## config.mk

```make
export PLATFORM = sky130hd
export DESIGN_NAME = i2s_receiver
export DESIGN_NICKNAME = d
export VERILOG_FILES = /design/src/rtl/i2s_pkg.sv /design/src/rtl/i2s_sync_edge.sv /design/src/rtl/i2s_receiver.sv
export SDC_FILE = /design/constraint.sdc
export NUM_CORES = 1
export LEC_CHECK = 0
export CAP_MARGIN = 10
export CORE_MARGIN = 3
export CORE_UTILIZATION = 60
export CTS_CLUSTER_SIZE = 20
export DETAILED_ROUTE_END_ITERATION = 10
export PLACE_DENSITY = 0.83
export RECOVER_POWER = 100
export SKIP_LAST_GASP = 1
export SYNTH_ARGS = -nofsm -noshare
export SYNTH_HDL_FRONTEND = slang
export SYNTH_SLANG_ARGS = --single-unit
export TNS_END_PERCENT = 50
```

## constraint.sdc

```tcl
create_clock -name clk -period 4.68 [get_ports clk]
set_clock_uncertainty 0.05 [all_clocks]
set_input_delay 0.936 -clock clk [delete_from_list [all_inputs] [get_ports clk]]
set_output_delay 0.936 -clock clk [all_outputs]
set_load 0.02 [all_outputs]
```

## src/rtl/i2s_pkg.sv

```systemverilog
// Shared constants for the I2S receive path: default word size, channel
// encodings and synchronizer depth.
package i2s_pkg;

  localparam int unsigned WORD_SIZE_DEFAULT = 24;
  localparam int unsigned SYNC_STAGES       = 2;

  localparam logic CH_LEFT  = 1'b0;
  localparam logic CH_RIGHT = 1'b1;

endpackage

```

## src/rtl/i2s_sync_edge.sv

```systemverilog
// Multi-stage synchronizer for one edge-detected lane plus equal-depth
// sync-only taps, so every lane leaves with the same latency.
module i2s_sync_edge #(
  parameter int unsigned STAGES = 2,
  parameter int unsigned TAPS   = 2
) (
  input  logic            clk,
  input  logic            reset,
  input  logic            edge_in,
  input  logic [TAPS-1:0] tap_in,
  output logic [TAPS-1:0] tap_q,
  output logic            rise
);

  logic [TAPS:0] sync_q [STAGES];
  logic          edge_prev;

  // The edge flop and the tap output register share one stage, so tap_q is
  // the value that accompanied the edge lane when rise is asserted.
  always_ff @(posedge clk) begin
    if (reset) begin
      for (int unsigned i = 0; i < STAGES; i++) begin
        sync_q[i] <= '0;
      end
      tap_q     <= '0;
      edge_prev <= 1'b0;
      rise      <= 1'b0;
    end else begin
      sync_q[0] <= {tap_in, edge_in};
      for (int unsigned i = 1; i < STAGES; i++) begin
        sync_q[i] <= sync_q[i-1];
      end
      tap_q     <= sync_q[STAGES-1][TAPS:1];
      edge_prev <= sync_q[STAGES-1][0];
      rise      <= sync_q[STAGES-1][0] & ~edge_prev;
    end
  end

endmodule

```

## src/rtl/i2s_receiver.sv

```systemverilog
// Philips I2S slave receiver: recovers left/right sample pairs from an
// asynchronous sclk/lrclk/sd stream in the clk domain.
module i2s_receiver
  import i2s_pkg::*;
#(
  parameter int unsigned WORD_SIZE = WORD_SIZE_DEFAULT
) (
  input  logic                 clk,
  input  logic                 reset,
  input  logic                 sclk,
  input  logic                 lrclk,
  input  logic                 sd,
  output logic [WORD_SIZE-1:0] left_data,
  output logic [WORD_SIZE-1:0] right_data,
  output logic                 frame_valid,
  output logic                 word_err
);

  localparam int unsigned CW = $clog2(WORD_SIZE + 1);
  localparam logic [CW-1:0] WS_C = CW'(WORD_SIZE);

  logic                 rise;
  logic                 ws;
  logic                 sdb;

  logic [WORD_SIZE-1:0] shreg;
  logic [CW-1:0]        bit_cnt;
  logic                 ws_prev;
  logic                 locked;
  logic [WORD_SIZE-1:0] left_hold;
  logic                 have_left;

  logic [WORD_SIZE-1:0] sh_shift;
  logic [CW-1:0]        cnt_next;
  logic [CW-1:0]        pad_amt;
  logic [WORD_SIZE-1:0] word;
  logic                 short_word;

  i2s_sync_edge #(
    .STAGES (SYNC_STAGES),
    .TAPS   (2)
  ) u_sync (
    .clk     (clk),
    .reset   (reset),
    .edge_in (sclk),
    .tap_in  ({lrclk, sd}),
    .tap_q   ({ws, sdb}),
    .rise    (rise)
  );

  // Next shift-register contents with the current bit taken in; shared by
  // data bits and the word-closing bit. Short words are left-aligned.
  always_comb begin
    sh_shift = shreg;
    cnt_next = bit_cnt;
    if (bit_cnt < WS_C) begin
      sh_shift = {shreg[WORD_SIZE-2:0], sdb};
      cnt_next = bit_cnt + 1'b1;
    end
    pad_amt    = WS_C - cnt_next;
    word       = sh_shift << pad_amt;
    short_word = (cnt_next < WS_C);
  end

  always_ff @(posedge clk) begin
    if (reset) begin
      shreg       <= '0;
      bit_cnt     <= '0;
      ws_prev     <= CH_LEFT;
      locked      <= 1'b0;
      left_hold   <= '0;
      have_left   <= 1'b0;
      left_data   <= '0;
      right_data  <= '0;
      frame_valid <= 1'b0;
      word_err    <= 1'b0;
    end else begin
      frame_valid <= 1'b0;
      word_err    <= 1'b0;
      if (rise) begin
        if (ws == ws_prev) begin
          shreg   <= sh_shift;
          bit_cnt <= cnt_next;
        end else begin
          if (!locked) begin
            locked    <= 1'b1;
            have_left <= 1'b0;
          end else if (ws_prev == CH_LEFT) begin
            left_hold <= word;
            have_left <= 1'b1;
            word_err  <= short_word;
          end else if (have_left) begin
            // A right word is only published together with its left partner.
            right_data  <= word;
            left_data   <= left_hold;
            frame_valid <= 1'b1;
            have_left   <= 1'b0;
            word_err    <= short_word;
          end
          shreg   <= '0;
          bit_cnt <= '0;
          ws_prev <= ws;
        end
      end
    end
  end

endmodule

```

==> results.toml <==
[status]
status = "complete, but fails checks"
failed_checks = "capacitance limit, slew limit"

[timing]
fin_crit_sh_pct = 86.9
hold_viol_final = 0
fmax_mhz = 246
finalSetupViolations = 0
drv_slew = 117
slew_headroom_pct = -43.6
setup_slack_ps = 614
rsz0062_at_grt = "no"
holdWs_ps = 331
fin_crit_ps = 4070
setup_tns_ps = 0
worst_pin_slew_ps = 2150

[detailed_routing]
initialDrtViolationCount = 420
ant_nets = 0
wl_mm = 14.0
firstDrtPassIters = 5
vias = 5231
routedWlPerCell_um = 16.3
routed_via_density = 6.10
drcViolationCount = 0

[grt]
grt-ovfl-total = 0
grt_pass1_wl_mm = 23.4
grt_max_degree = 117
antenna_found_initial = 0
grt_pass1_vias = 4737
track_usage_pct = 25.5

[floorplanning]
chipHeight_um = 106
die_w_um = 106
ios = 55
row_count = 35
dieArea_um2 = 11100
start_util_pct = 63.2
coreArea_um2 = 9420

[flow_run]
cap_violations = 1

[power]
leakagePower_nw = 2.57
power_density_nw_per_um2 = 345
ir_worst_vdd_mv = 0.230

[critical_path]
critical_path.top_delay_family = "XOR/XNOR gates"
rr_worst_depth = 10
path_common_cell = "mux2i_1"
start_kind = "register"
slowest_stage = "dfxtp_1"
end_kind = "register"
critical_path.max_stage_delay_ps = 820
critPathLaunch = "bit_cnt[4]"
arrival_ps = 4320
rrSetupSlack_ps = 610
r2r_end = "left_hold[22]"
crit_fanout = 26
crit_buf_inv = 0
cp_num_cells = 10
r2r-start = "bit_cnt[4]"
critPathRequiredTime_ps = 4940
crit_end = "left_hold[22]"
crit_chain = "nand2_2 -> mux2i_1 -> ha_1 -> xnor2_4 -> xnor2_2 -> mux2i_1 -> mux2i_1 -> nor3_1 -> nor3_2 -> a211oi_2"
worstSetupPathType = "reg -> reg"

[clock_tree]
cts_sinks = 116
clkTransAtPathRegs_ps = 60
cts_setup_buffers = 0
cts_tree = "built"
numCtsBuffers = 17
cts.repair.resized = 0
clock-root-buffer = "clkbuf_8"
cts.path.max_buffers = 2
worstSkewPairLatency_ps = 530
cts_hold_buf = 0
cts_max_level = 4

[place]
pre_cts_ws_ps = 895
placed_area_um2 = 6360
portBuffers = 54
dp_hpwl_mm = 9.15
place.gp.congestion = 1.01

[final_layout]
final_cell_area_um2 = 6930
drive_gt1_share_pct = 10.2
syn_to_final_growth_pct = 16.6
mostFrequentLayoutCells = "dfxtp_1, nand2_1, nor2_1"
layout_commonest_cell = "dfxtp_1"
fill_cells = 738
nets = 725
antenna_cells = 0

[yosys]
synth_area_leaders = "dfxtp_1, mux2i_1, nand2_1"
synth_area_um2 = 5950
synth_edf_count = 0
ys_types = 57
yosysSeqAreaShare_pct = 39.0
ys_async_sr_fraction_pct = 0
synth_seq_cells = 116
synth_top_cell_by_area = "dfxtp_1"
synth_top_area_share_pct = 39.0
syn_inst = 698
yosys_warnings = 0
synth_nets = 707
synth_area_per_cell_um2 = 8.52
ys.flop_type = "dfxtp_1"

[min_path]
holdCritPathClass = "reg -> reg"
min_from = "u_sync.edge_prev"
[state kept, by name (all words and copies together) (netlist names), 2 cells and up]
| register | count |
|---|---|
| left_data | 24 |
| shreg | 24 |
| bit_cnt | 5 |
| u_sync.sync_q | 6 |
| u_sync.tap_q | 2 |
| left_hold | 24 |
| right_data | 24 |
[per-layer routing]
metal	GRT usage, %	wire (um)	share of wire [%]
met4	8.97	291	2.1
met3	4.84	828	5.9
met1	34.3	6180	44
met2	41.2	6660	48
met5	0	0	0
[power breakdown]
part / switching [mW] / internal, mW / leakage (nW)
clock: 0.496 / 0.825 / 0.297
sequential: 0.00182 / 0.991 / 0.936
combinational: 0.0519 / 0.0253 / 1.33
total: 0.550 / 1.84 / 2.57
[Yosys cell counts (8+ instances only)]
library cell,count
a22oi_1,28
nor2_1,87
clkbuf_1,32
nand3b_1,12
nand3_1,8
buf_2,13
buf_6,10
o21ai_1,14
nor2b_1,32
a221oi_1,19
dfxtp_1,116
nor3_1,26
a21oi_1,58
nand2_1,91
mux2i_1,36
and4b_1,19
a211oi_2,9
[how the worst min path moves through the flow]
stage                        endpoint  depth (start not counted)  slack, ps
after detailed placement  u_sync.rise                          1        330
final                     u_sync.rise                          1        330
after floorplan           u_sync.rise                          1        320
after global routing      u_sync.rise                          1        350
after CTS                 u_sync.rise                          1        340
after global placement    u_sync.rise                          1        320
[worst register-to-register path, stage by stage (launching register included)]
cell	delay, ps
dfxtp_1	820
nand2_2	250
mux2i_1	280
ha_1	370
xnor2_4	120
xnor2_2	790
mux2i_1	250
mux2i_1	370
nor3_1	130
nor3_2	320
a211oi_2	110
[per-stage QoR]
step	util, %	std cells	total power [mW]
after detailed placement	67.6	826	1.09
after global routing	73.6	858	2.46
after CTS	74.0	858	2.41
final	73.6	858	2.39
after global placement	67.6	826	1.09
after floorplan	-	698	1.08
[cell type report]
cell class | count | area [um^2] | area share, %
sequential | 116 | 2320 | 33.5
clock inverter | 15 | 195 | 2.82
multi-input combinational | 513 | 3220 | 46.4
inverter | 6 | 22.5 | 0.325
tap | 129 | 161 | 2.33
clock buffer | 17 | 414 | 5.97
timing repair buffer | 62 | 596 | 8.59
[cells by family (layout without fill, tap and decap cells)]
family                   Yosys count  after routing  synth area share, %
AO/OA/AOI/OAI                    156            156                 18.2
multiplexers                      42             42                 7.83
XOR/XNOR                           6              6                 1.64
flip-flops                       116            116                 39.0
buffers and inverters             69            100                 6.31
AND/OR/NAND/NOR                  305            305                 26.1
adder cells (fa/ha/maj)            4              4                0.842
(Power assumes the default switching activity.)
